===== src/rtl/serial_magnitude_comparator.sv =====
// Nibble-serial magnitude comparator with a cascade input, MSB nibble first.
// Define CMP_EARLY_EXIT_EN to finish at the first decision; otherwise latency is a constant NIB edges.
module serial_magnitude_comparator #(
  parameter int WIDTH = 16
) (
  input  logic             clk,
  input  logic             rst,
  input  logic             start,
  input  logic [2:0]       cas_in,
  input  logic [WIDTH-1:0] a,
  input  logic [WIDTH-1:0] b,
  output logic             busy,
  output logic             done,
  output logic [2:0]       result
);

  localparam int NIB   = WIDTH / 4;
  localparam int IDX_W = (NIB > 1) ? $clog2(NIB) : 1;
  localparam logic [IDX_W-1:0] LAST_IDX = IDX_W'(NIB - 1);

  localparam logic [2:0] REL_GT = 3'b100;
  localparam logic [2:0] REL_LT = 3'b010;
  localparam logic [2:0] REL_EQ = 3'b001;

  typedef enum logic {IDLE, SCAN} state_t;

  state_t           state_q, state_n;
  logic [IDX_W-1:0] idx_q, idx_n;
  logic [WIDTH-1:0] a_q, a_n, b_q, b_n;
  logic [2:0]       result_q, result_n;
  logic             done_q, done_n;
  logic [3:0]       nib_a, nib_b;
  logic [2:0]       nib_rel;
  logic             forcing;

`ifndef CMP_EARLY_EXIT_EN
  logic [2:0] dec_q, dec_n;
  logic       decided_q, decided_n;
`endif

  // Pick the nibble pair addressed by the current index.
  always_comb begin
    nib_a = 4'h0;
    nib_b = 4'h0;
    for (int i = 0; i < NIB; i++) begin
      if (idx_q == IDX_W'(i)) begin
        nib_a = a_q[4*i +: 4];
        nib_b = b_q[4*i +: 4];
      end
    end
  end

  assign nib_rel = (nib_a > nib_b) ? REL_GT : ((nib_a < nib_b) ? REL_LT : REL_EQ);
  assign forcing = (cas_in == REL_GT) || (cas_in == REL_LT);

  always_comb begin
    state_n  = state_q;
    idx_n    = idx_q;
    a_n      = a_q;
    b_n      = b_q;
    result_n = result_q;
    done_n   = 1'b0;
`ifndef CMP_EARLY_EXIT_EN
    dec_n     = dec_q;
    decided_n = decided_q;
`endif
    case (state_q)
      IDLE: begin
        if (start) begin
          a_n   = a;
          b_n   = b;
          idx_n = LAST_IDX;
`ifdef CMP_EARLY_EXIT_EN
          if (forcing) begin
            result_n = cas_in;
            done_n   = 1'b1;
          end else begin
            state_n = SCAN;
          end
`else
          dec_n     = forcing ? cas_in : REL_EQ;
          decided_n = forcing;
          state_n   = SCAN;
`endif
        end
      end
      SCAN: begin
`ifdef CMP_EARLY_EXIT_EN
        if (nib_rel != REL_EQ) begin
          result_n = nib_rel;
          done_n   = 1'b1;
          state_n  = IDLE;
        end else if (idx_q == '0) begin
          result_n = REL_EQ;
          done_n   = 1'b1;
          state_n  = IDLE;
        end else begin
          idx_n = idx_q - IDX_W'(1);
        end
`else
        // The first decision sticks; lower nibbles only matter while still equal.
        if (!decided_q && (nib_rel != REL_EQ)) begin
          dec_n     = nib_rel;
          decided_n = 1'b1;
        end
        if (idx_q == '0) begin
          result_n = dec_n;
          done_n   = 1'b1;
          state_n  = IDLE;
        end else begin
          idx_n = idx_q - IDX_W'(1);
        end
`endif
      end
      default: state_n = IDLE;
    endcase
  end

  always_ff @(posedge clk) begin
    if (rst) begin
      state_q   <= IDLE;
      idx_q     <= LAST_IDX;
      a_q       <= '0;
      b_q       <= '0;
      result_q  <= REL_EQ;
      done_q    <= 1'b0;
`ifndef CMP_EARLY_EXIT_EN
      dec_q     <= REL_EQ;
      decided_q <= 1'b0;
`endif
    end else begin
      state_q   <= state_n;
      idx_q     <= idx_n;
      a_q       <= a_n;
      b_q       <= b_n;
      result_q  <= result_n;
      done_q    <= done_n;
`ifndef CMP_EARLY_EXIT_EN
      dec_q     <= dec_n;
      decided_q <= decided_n;
`endif
    end
  end

  assign busy   = (state_q == SCAN);
  assign done   = done_q;
  assign result = result_q;

endmodule


===== config.mk =====
export PLATFORM = sky130hd
export DESIGN_NAME = serial_magnitude_comparator
export DESIGN_NICKNAME = d
export VERILOG_FILES = /design/src/rtl/serial_magnitude_comparator.sv
export SDC_FILE = /design/constraint.sdc
export NUM_CORES = 1
export LEC_CHECK = 0
export CORE_ASPECT_RATIO = 1.4
export CORE_UTILIZATION = 42
export DETAILED_ROUTE_END_ITERATION = 8
export MAX_ROUTING_LAYER = met4
export PLACE_DENSITY = 0.71
export SLEW_MARGIN = 20
export SYNTH_ARGS = -nofsm -noshare
export SYNTH_HDL_FRONTEND = slang
export SYNTH_SLANG_ARGS = --single-unit

===== constraint.sdc =====
create_clock -name clk -period 2.1 [get_ports clk]
set_input_delay 0.21 -clock clk [delete_from_list [all_inputs] [get_ports clk]]
set_output_delay 0.21 -clock clk [all_outputs]
set_load 0.005 [all_outputs]

Yosys cells after proc, flatten, opt, wreduce, memory -nomap -nowiden
Index checks and enable logic that the tools add are counted.
{"block": "totals", "ff_bits": 43, "latch_bits": 0, "mem_bits_rw": 0, "romBits": 0, "input_bits": 38, "output_inout_bits": 5, "elab_cells": 54, "memories": 0}
{"block": "op_classes", "add_sub_neg": 1, "mul": 0, "div": 0, "n_lt_le_gt_ge": 2, "n_eq_ne": 9, "shifts": 0, "n_mux": 24, "bitwise": 1, "n_reduce_logical": 9}
{"operator": "$mux 4", "n": 8}
{"operator": "$mux 3", "n": 4}
{"operator": "$reduce_and 2->1", "n": 4}
{"operator": "$mux 2", "n": 3}
{"operator": "$pmux 3 s2", "n": 1}
{"operator": "$mux 1", "n": 5}
{"operator": "$eq 2x2->1 const B", "n": 2}
{"operator": "$gt 4x4->1", "n": 1}
{"operator": "$lt 4x4->1", "n": 1}
{"operator": "$ne 2x2->1 const B", "n": 2}
{"operator": "$pmux 1 s2", "n": 2}
{"operator": "$pmux 2 s2", "n": 1}
{"operator": "$eq 3x2->1 const B", "n": 1}
{"operator": "$eq 3x3->1 const B", "n": 1}
{"operator": "$ne 3x1->1 const B", "n": 1}
{"operator": "$eq 2x1->1 const B", "n": 1}
{"operator": "$logic_not 2->1", "n": 1}
{"operator": "$ne 2x1->1 const B", "n": 1}
{"operator": "$reduce_or 2->1", "n": 1}
{"operator": "$sub 2x1->2 const B", "n": 1}
{"operator": "$logic_and 1x1->1", "n": 1}
{"operator": "$logic_not 1->1", "n": 1}
{"operator": "$logic_or 1x1->1", "n": 1}
{"operator": "$not 1->1", "n": 1}

Logic depth before layout (Yosys ltp)
{"block": "logic_depth", "word_depth": 12, "mapped_depth": 12, "ltp_nobuf": 11}

Worst setup path before layout
No wires, ideal clock.
{"block": "synth_timing", "path_type": "register to register", "start": "reg idx_q[1]", "end": "reg dec_q[1]", "setup_time_ns": 0.095, "arrival_ns": 2.246, "path_slack_ns": -0.241, "stages_incl_launch_ff": 13, "period_less_slack_ns": 2.341, "path_cell_list": "dfxtp_1 -> inv_1 -> ha_1 -> buf_2 -> nand3b_1 -> a21oi_1 -> a21oi_1 -> o21ai_0 -> ha_1 -> a21oi_1 -> nor2b_1 -> a21oi_1 -> a221oi_1"}
{"block": "synth_via", "elab_chain_len": 12, "word_cells_on_any_way": 20}
{"item": "start, declared", "line_no": "28", "rtl": "logic [IDX_W-1:0] idx_q, idx_n;"}
{"item": "start signal, assigned", "line_no": "133", "rtl": "idx_q <= idx_n;"}
{"item": "$logic_not 2->1", "line_no": "46", "rtl": "if (idx_q == IDX_W'(i)) begin"}
{"item": "$mux 4 (4 in series)", "line_no": "46"}
{"item": "$lt 4x4->1", "line_no": "53", "rtl": "assign nib_rel = (nib_a > nib_b) ? REL_GT : ((nib_a < nib_b) ? REL_LT : REL_EQ);"}
{"item": "$mux 2", "line_no": "53"}
{"item": "$mux 3 (*)", "line_no": "53"}
{"item": "$ne 3x1->1", "line_no": "102", "rtl": "if (!decided_q && (nib_rel != REL_EQ)) begin"}
{"item": "$logic_and 1x1->1", "line_no": "102"}
{"item": "$mux 3 (*)", "line_no": "102"}
{"item": "$pmux 3 s2 (*)", "line_no": "67", "rtl": "case (state_q)"}
{"item": "end signal, assigned", "line_no": "139", "rtl": "dec_q <= dec_n;"}
{"item": "end, declared", "line_no": "37", "rtl": "logic [2:0] dec_q, dec_n;"}
Mark *: on every way between the ends. The rest lies on a longest branch, timed or not.
A chain may end at the register's enable or synchronous reset.

Worst setup path in the final report
Ends and elaborated chain as after synthesis.

==> results.ini <==
[run_status]
outcome = complete, but fails checks
violations = negative setup slack

[clocking]
clock_path_buffers = 2
cts_root_buffer = clkbuf_8
numClockSinks = 43
cts_inserted_buffers = 5
htree_levels = 2
clk-insertion-delay-late_ps = 290
cts_tree = done
clkTransAtPathRegs_ps = 80

[logic_synthesis]
synth-simple-area-share = 0.239
synth_area_mm2 = 0.00198
avgSynthCellArea_um2 = 7.74
synth_compound_area_frac = 0.219
synth_top_area_cell = dfxtp_1
ys_types = 30
synthMuxAreaShare = 0
synthTopCellsByArea = dfxtp_1 (43%), nand2_1 (14%), a21oi_1 (13%)
yosysWarnings = 0
syn_nets = 302
synthMostInstantiatedCell = nand2_1
yosysTopAreaCellShare = 0.434
synth_seq_cells = 43
synthCells = 256
async_flop_share = 0
synth_adder_area_share = 0.0505
synth_top_family_by_area = simple AND/OR/NAND/NOR gates
synth-xor-area-share = 0.00442
yosys_most_used_dff = dfxtp_1
synth_edf_count = 0
synth_common_cells = nand2_1 (75), a21oi_1 (51), dfxtp_1 (43)
seq_area_frac_synth = 0.434

[sta]
skew_ps = 8.20
worst_pin_slew_ps = 521
timing.fmax_mhz = 423
maxSlewViolCount = 0
rsz0062_at_grt = yes
setup_ws_ps = -265
setup_viol = 7
relSlewSlack = 0.652
hold_violations = 0
post-route-min-period_ps = 2360
fin_crit_sh = 1.13

[global_routing]
grt_pass1_vias = 1860
grt_max_degree = 33
globalRouteTotalUtil = 0.217
antenna_found_initial = 0
globalRouteOverflowTotal = 0
grt_pass1_wl_um = 8050

[placement]
numPlacedInstances = 353
io_buffers = 42
dp_hpwl_um = 3380
place_congestion = 0.810

[critical_path]
cp.arrival_ps = 2570
reg2reg_slack_ps = -260
cp-startpoint = idx_q[1]
r2r-end = dec_q[1]
start_kind = flop
crit_path_end_kind = flop
r2r_cells = 11
critPathMaxFanout = 8
crit_path_end = dec_q[1]
critPathRequiredTime_ps = 2300
worstSetupPathType = reg -> reg
r2r-start = idx_q[1]

[finish]
nNetsFinal = 349
antenna_cells = 0
fin_cells = 366
fillers = 427
drive_gt1_frac = 0.138
area_growth_pct = 36.9

[pwr]
powerDensity_mw_per_mm2 = 651
power_mw = 1.77
ir_drop_uv = 367
leakagePower_nw = 0.996

[detailed_routing]
wire_per_inst_um = 12.9
first_pass_iters = 4
via_per_inst = 5.06
drt-total-wl_um = 4720
drc_errors = 0
ant_nets = 0
dr_total_vias = 1852
drt_iter0_markers = 84

[hold_path]
hp-class = reg -> reg
hold_path_depth = 2

[floorplanning]
design.core.area_mm2 = 0.00454
design.die.area_mm2 = 0.00500
chipHeight_um = 83.3
die_width_um = 60.1
io_pins = 43
rows = 29
start_util = 0.437

[flow_run]
max_cap_violations = 0

==> report_power, final <==
group,internal (mW),switching (mW),leakage [nW]
registers,0.862,0.0384,0.353
clock network,0.233,0.266,0.0422
logic,0.189,0.178,0.601
==> layer usage <==
layer	wire, µm	share of wire	track usage	up-vias
li1	-	-	-	965
met1	1980	0.42	0.240	852
met2	2530	0.54	0.375	30
met3	134	0.028	0.0436	5
met4	78	0.017	0.0761	0
met5	0	0	-	-
==> flip-flops by register name, summed over array words and instances, names as in the netlist <==
signal,cells
dec_q,3
b_q,16
idx_q,2
busy,1
decided_q,1
a_q,16
done,1
result,3
==> layout by cell type, fill, tap and decap left out, types with 2 or more instances in the layout <==
master | synthesis | layout
buf_4 | 3 | 14
clkbuf_1 | 9 | 2
a221oi_1 | 5 | 2
clkdlybuf4s50_1 | 0 | 42
ha_1 | 8 | 5
o211ai_1 | 2 | 2
clkbuf_8 | 0 | 5
nor2b_1 | 13 | 10
a21oi_1 | 51 | 49
or4b_1 | 2 | 2
o21ai_1 | 0 | 3
dfxtp_1 | 43 | 41
nand3b_1 | 5 | 5
a21oi_2 | 0 | 2
a221oi_2 | 1 | 3
ha_4 | 0 | 3
nor2_1 | 4 | 4
nor3_1 | 4 | 3
nand2_1 | 75 | 75
dfxtp_4 | 0 | 2
inv_2 | 1 | 2
nor2b_2 | 0 | 2
inv_1 | 5 | 3
o21ai_0 | 8 | 5
==> critical path, stage by stage, from the launching register on <==
cell      delay, ps
dfxtp_4         380
inv_4            50
ha_4            180
buf_6           140
a221oi_4        260
nor3_2           80
a21oi_1         140
ha_1            280
nor2b_4         140
o211ai_1        230
a21oi_2         120
a221oi_2        280
==> worst min path at each step <==
stage | start | endpoint | slack, ps
after global placement | a_q[15] | a_q[15] | 440
after detailed placement | a_q[14] | a_q[14] | 450
after floorplan | a[0] | a_q[0] | 350
after global routing | b[11] | b_q[11] | 460
after CTS | b[10] | b_q[10] | 450
final | b_q[1] | b_q[1] | 460
==> layout make-up <==
cell class / instances / area (µm²) / share of cell area
Tap cell: 62 / 77.6 / 0.0286
Sequential cell: 43 / 868 / 0.320
Multi-Input combinational cell: 190 / 1120 / 0.414
Inverter: 6 / 25.0 / 0.00923
Timing Repair Buffer: 57 / 537 / 0.198
Clock inverter: 1 / 5.00 / 0.00185
Clock buffer: 7 / 76.3 / 0.0281
==> kinds of logic (layout without fill, tap and decap cells) <==
family          count (synthesis)  after routing
buf+inv                        23             71
flops                          43             43
xor+xnor                        1              1
compound gates                 75             75
simple gates                  106            106
fa+ha+maj                       8              8
==> through the flow <==
| step | TNS [ps] | hold WS, ps | util | setup slack, ps | instance area [µm²] |
|---|---|---|---|---|---|
| global placement | -848 | 445 | 0.555 | -230 | 2520 |
| detailed placement | -1170 | 451 | 0.555 | -288 | 2520 |
| global route | -2220 | 462 | 0.598 | -404 | 2710 |
| finish | -1290 | 457 | 0.598 | -265 | 2710 |
| CTS | -1100 | 455 | 0.595 | -252 | 2700 |
| floorplan | -0.0513 | 346 | - | -0.0513 | 2040 |
==> repair_timing <==
item / 4_1_cts / 5_1_grt
resized for setup: 12 / 4
hold buffers: 0 / 0
endpoints found under the setup margin: 7 / 7
pin swaps: 7 / 2
setup buffers: 5 / 0
Note: power is estimated with default switching activity, not from simulation.
